===== src/rtl/nn_sequencer.sv =====
// Run controller: steps forward/backward layers per sample, weight update per batch, loops epochs.
// Requests are registered levels held until the engine's done; any engine may stall indefinitely.
module nn_sequencer #(
  parameter int NUM_LAYERS = 2,
  parameter int BATCH_SIZE = 16,
  parameter int EPOCH_W    = 8,
  localparam int LAYER_W   = (NUM_LAYERS > 1) ? $clog2(NUM_LAYERS) : 1,
  localparam int SAMPLE_W  = (BATCH_SIZE > 1) ? $clog2(BATCH_SIZE) : 1
) (
  input  logic                clk,
  input  logic                reset,
  input  logic                start,
  input  logic                train,
  input  logic                test,
  input  logic                abort,
  input  logic [EPOCH_W-1:0]  num_epochs,
  input  logic                fwd_done,
  input  logic                bwd_done,
  input  logic                upd_done,
  output logic                fwd_req,
  output logic                bwd_req,
  output logic                upd_req,
  output logic [LAYER_W-1:0]  layer_idx,
  output logic [SAMPLE_W-1:0] sample_idx,
  output logic [EPOCH_W-1:0]  epoch_idx,
  output logic                display_val,
  output logic                train_mode,
  output logic                busy,
  output logic                done
);

  localparam logic [LAYER_W-1:0]  LAST_LAYER  = LAYER_W'(NUM_LAYERS - 1);
  localparam logic [SAMPLE_W-1:0] LAST_SAMPLE = SAMPLE_W'(BATCH_SIZE - 1);

  typedef enum logic [2:0] {
    S_IDLE,
    S_FWD,
    S_BWD,
    S_UPD,
    S_DISP
  } state_t;

  state_t             state;
  logic               run_train;
  logic [EPOCH_W-1:0] epoch_last;
  logic               mode_next;

  // Same-cycle train/test inputs take effect for a run started in that cycle.
  assign mode_next = train | (~test & train_mode);

  always_ff @(posedge clk or negedge reset) begin
    if (!reset) begin
      train_mode <= 1'b0;
    end else begin
      train_mode <= mode_next;
    end
  end

  always_ff @(posedge clk or negedge reset) begin
    if (!reset) begin
      state       <= S_IDLE;
      run_train   <= 1'b0;
      epoch_last  <= '0;
      fwd_req     <= 1'b0;
      bwd_req     <= 1'b0;
      upd_req     <= 1'b0;
      layer_idx   <= '0;
      sample_idx  <= '0;
      epoch_idx   <= '0;
      display_val <= 1'b0;
      busy        <= 1'b0;
      done        <= 1'b0;
    end else begin
      display_val <= 1'b0;
      done        <= 1'b0;
      if (abort && state != S_IDLE) begin
        state      <= S_IDLE;
        fwd_req    <= 1'b0;
        bwd_req    <= 1'b0;
        upd_req    <= 1'b0;
        layer_idx  <= '0;
        sample_idx <= '0;
        epoch_idx  <= '0;
        busy       <= 1'b0;
      end else begin
        case (state)
          S_IDLE: begin
            if (start && !abort) begin
              state      <= S_FWD;
              fwd_req    <= 1'b1;
              busy       <= 1'b1;
              layer_idx  <= '0;
              sample_idx <= '0;
              epoch_idx  <= '0;
              run_train  <= mode_next;
              epoch_last <= (num_epochs == '0) ? '0 : num_epochs - EPOCH_W'(1);
            end
          end

          S_FWD: begin
            // A low request here is the one-cycle gap between consecutive layers.
            if (!fwd_req) begin
              fwd_req <= 1'b1;
            end else if (fwd_done) begin
              fwd_req <= 1'b0;
              if (layer_idx != LAST_LAYER) begin
                layer_idx <= layer_idx + LAYER_W'(1);
              end else if (run_train) begin
                state   <= S_BWD;
                bwd_req <= 1'b1;
              end else begin
                state       <= S_DISP;
                display_val <= 1'b1;
              end
            end
          end

          S_BWD: begin
            if (!bwd_req) begin
              bwd_req <= 1'b1;
            end else if (bwd_done) begin
              bwd_req <= 1'b0;
              if (layer_idx != '0) begin
                layer_idx <= layer_idx - LAYER_W'(1);
              end else begin
                state       <= S_DISP;
                display_val <= 1'b1;
              end
            end
          end

          S_DISP: begin
            if (sample_idx != LAST_SAMPLE) begin
              sample_idx <= sample_idx + SAMPLE_W'(1);
              layer_idx  <= '0;
              state      <= S_FWD;
              fwd_req    <= 1'b1;
            end else if (run_train) begin
              state   <= S_UPD;
              upd_req <= 1'b1;
            end else begin
              sample_idx <= '0;
              state      <= S_IDLE;
              busy       <= 1'b0;
              done       <= 1'b1;
            end
          end

          S_UPD: begin
            if (upd_req && upd_done) begin
              upd_req <= 1'b0;
              if (epoch_idx < epoch_last) begin
                epoch_idx  <= epoch_idx + EPOCH_W'(1);
                sample_idx <= '0;
                layer_idx  <= '0;
                state      <= S_FWD;
                fwd_req    <= 1'b1;
              end else begin
                state <= S_IDLE;
                busy  <= 1'b0;
                done  <= 1'b1;
              end
            end
          end

          default: begin
            state   <= S_IDLE;
            fwd_req <= 1'b0;
            bwd_req <= 1'b0;
            upd_req <= 1'b0;
            busy    <= 1'b0;
          end
        endcase
      end
    end
  end

endmodule

===== config.mk =====
export PLATFORM = sky130hd
export DESIGN_NAME = nn_sequencer
export DESIGN_NICKNAME = d
export VERILOG_FILES = /design/src/rtl/nn_sequencer.sv
export SDC_FILE = /design/constraint.sdc
export NUM_CORES = 1
export LEC_CHECK = 0
export BUFFER_PORTS_ARGS = -buffer_cell sky130_fd_sc_hd__buf_2
export CORE_MARGIN = 1
export CORE_UTILIZATION = 35
export CTS_CLUSTER_DIAMETER = 120
export CTS_CLUSTER_SIZE = 20
export DETAILED_ROUTE_END_ITERATION = 16
export GPL_TIMING_DRIVEN = 0
export PLACE_DENSITY_LB_ADDON = 0.05
export SLEW_MARGIN = 15
export SYNTH_ARGS = -nofsm -noshare
export SYNTH_HDL_FRONTEND = slang
export SYNTH_SLANG_ARGS = --single-unit
export TNS_END_PERCENT = 50

===== constraint.sdc =====
create_clock -name clk -period 4.2 [get_ports clk]
set_input_delay 0.84 -clock clk [delete_from_list [all_inputs] [get_ports clk]]
set_output_delay 0.84 -clock clk [all_outputs]
set_load 0.02 [all_outputs]

==> flow_summary.ini <==
[synthesis]
syn_avg_cell_area_um2 = 9.023
synth_flop_cell = dfrtp_1
synthArstFlopShare_pct = 100.0
syn_inst = 232
ys_warn_count = 0
synth_nets = 259
ys_ff_latch = 32
yosysSeqAreaShare_pct = 38.25
synthDistinctLibCells = 55
synth_area_mm2 = 0.002093
synth_edf_count = 0

[cts]
clk_root_buffer_cell = clkbuf_8
clockBufferDepth = 2
h-tree-depth = 2
cts_num_sinks = 32
ctsResizeCount = 0
cts-buffers-inserted = 5
path_clk_slew_ns = 0.07
ctsHoldBuffers = 0
post-cts-setup-buffer-count = 0
clock_latency_ns = 0.29
tritoncts = built

[sta]
finalSetupViolCount = 0
rsz0062_at_grt = no
setup_tns_ns = 0
period_share_pct = 54.23
worstMarginPinSlew_ns = 0.7576
setup_ws_ns = 1.922
whs_ns = 0.4854
hold_viol = 0
finClkSkew_ns = 0.009223
slew_violations = 0
slew_headroom_pct = 49.06
max_freq_mhz = 439.1
fin_crit_ns = 2.278

[floorplanning]
initial_core_util_pct = 37.10
core-area_mm2 = 0.005642
die_area_mm2 = 0.006294
rows = 27
fp.dieW_um = 79.34
ioPinCount = 37
die_h_um = 79.34

[global_routing]
grt_usage_pct = 17.98
grt_overflow = 0
antenna_found_initial = 0
grt_pass1_wl_um = 8769
grt_max_degree = 33
grt_pass1_vias = 1804

[critical_path]
worst_ep_arrival_time_ns = 2.46
critPathSlowestCell = dfrtp_1
worst_ep_required_time_ns = 4.38
worstPathMaxFanout = 10
worst_setup_path_start_kind = register
endpoint_kind = register
critPathKind = register to register
critical_path.max_stage_delay_ns = 0.50
path_cells = ha_1 > o21ai_0 > a211o_1 > o21ai_2 > buf_4 > nor2_1 > o31a_1

[run]
maxCapViolations = 0

[routing]
drtIter0Drc = 151
drc = 0
dr.pass1.iters = 4
ant_nets = 0
routed_via_density = 5.399
totalWireLength_um = 5231
drt-wirelength-per-cell_um = 15.03
vias = 1879

[cells_and_area]
drive_gt1_share_pct = 22.46
n_antenna_cell = 0
instances_no_fill = 348
fillers = 593
syn_to_final_growth_pct = 17.57
layout_common_cells = 40 x buf_2, 32 x dfrtp_1, 22 x nand2_1
fin_nets = 302
final_common_cell = buf_2

[power_and_ir_drop]
p_seq_share_pct = 34.9
intPower_mw = 0.7253
p_clk_share_pct = 21.5
switchingPower_mw = 0.4820
ir_drop_mv = 0.1825
combPwrFrac_pct = 43.7
switching_share_pct = 39.93
powerDensity_mw_per_mm2 = 490.6
leakage_nw = 1.156

[place]
dp.cells = 340
dp_hpwl_um = 3828
io_buffers = 36
gp_congestion = 0.8508
dp_slack_ns = 1.681

[worst_hold_path]
holdCritPathClass = register to register

[outcome]
status = finished clean
==> per-stage QoR <==
step,util (%),power [mW],cell area (um2)
after global routing,43.62,1.293,2461
after global placement,41.89,0.9476,2364
after detailed placement,41.89,0.9510,2364
final,43.62,1.207,2461
after floorplan,-,0.8136,2093
after CTS,43.62,1.216,2461
==> cell families (layout without fill, tap and decap cells) <==
kind of cell	Yosys count	in the layout	synth area share, %
AO/OA/AOI/OAI	70	70	23.31
XOR/XNOR	5	5	2.092
flip-flops	32	32	38.25
multiplexers	5	5	2.570
buffers and inverters	28	72	5.798
AND/OR/NAND/NOR	81	81	21.52
adder cells (fa/ha/maj)	11	11	6.455
==> layer usage <==
metal	vias to the layer above	wire length, um	track usage, %
li1	941	-	-
met1	881	2744	26.51
met2	52	2209	26.21
met3	5	235	3.793
met4	0	42	4.909
met5	-	0	0
==> state kept, by name, indices dropped and copies added (netlist names), 3 cells and up <==
signal	flops
epoch_idx	8
epoch_last	8
sample_idx	4
state	3
==> final timing paths <==
| kind | startpoint | to | slack (ns) | cells after the start |
|---|---|---|---|---|
| max | epoch_idx[2]$_DFFE_PN0P_ | state[0]$_DFFE_PN0P_ | 1.92 | 7 |
| min in group asynchronous | reset | bwd_req$_DFFE_PN0P_ | 0.60 | 1 |
| min reg2reg | busy$_DFFE_PN0P_ | busy$_DFFE_PN0P_ | 0.49 | 1 |
| min | busy$_DFFE_PN0P_ | busy$_DFFE_PN0P_ | 0.49 | 1 |
| max in group asynchronous | reset | epoch_last[1]$_DFFE_PN0P_ | 3.12 | 1 |
| max reg2reg | epoch_idx[2]$_DFFE_PN0P_ | state[0]$_DFFE_PN0P_ | 1.92 | 7 |
==> synth_stat cells (3+ instances only) <==
cell      instances  share of area, %
mux2_2            3               1.6
a21oi_1          18               4.3
a21o_1            4               1.4
o211ai_1          9               3.2
nand3_1          13               3.1
buf_2             4              0.96
ha_1             10               6.0
or4_1             4               1.4
inv_1            18               3.2
nor2b_1           4               1.2
nor2_1           10               1.8
o22ai_1           7               2.1
o21ai_0          11               2.6
and3_1            4               1.2
nand2_1          22               3.9
clkbuf_1          4              0.72
dfrtp_1          32                38
a31oi_1           3              0.90
xnor2_1           3               1.3
nor3_1            4              0.96
==> power by group through the flow <==
stage                     sequential, mW  clock [mW]  combinational [mW]
final                              0.421       0.259               0.527
after global placement             0.427           0               0.521
after detailed placement           0.427           0               0.524
after global routing               0.431       0.278               0.584
after floorplan                    0.444           0               0.370
after CTS                          0.421       0.268               0.527
==> worst max-delay path, delay by kind of cell (launching register included) <==
kind | cells | cell delay (ns)
flip-flops | 1 | 0.50
AO/OA/AOI/OAI | 4 | 1.06
buffers and inverters | 1 | 0.26
AND/OR/NAND/NOR | 1 | 0.07
adder cells (fa/ha/maj) | 1 | 0.27
==> area by class of cell <==
type | count | area [um2] | area share [%]
Buffer | 10 | 53.80 | 2.186
Clock buffer | 6 | 82.58 | 3.355
Clock inverter | 2 | 15.01 | 0.6101
Inverter | 18 | 67.56 | 2.745
Multi-Input combinational cell | 172 | 1171 | 47.59
Sequential cell | 32 | 800.8 | 32.54
Tap cell | 72 | 90.09 | 3.660
Timing Repair Buffer | 36 | 180.2 | 7.321
No activity file was read; power rests on OpenSTA's default activity.
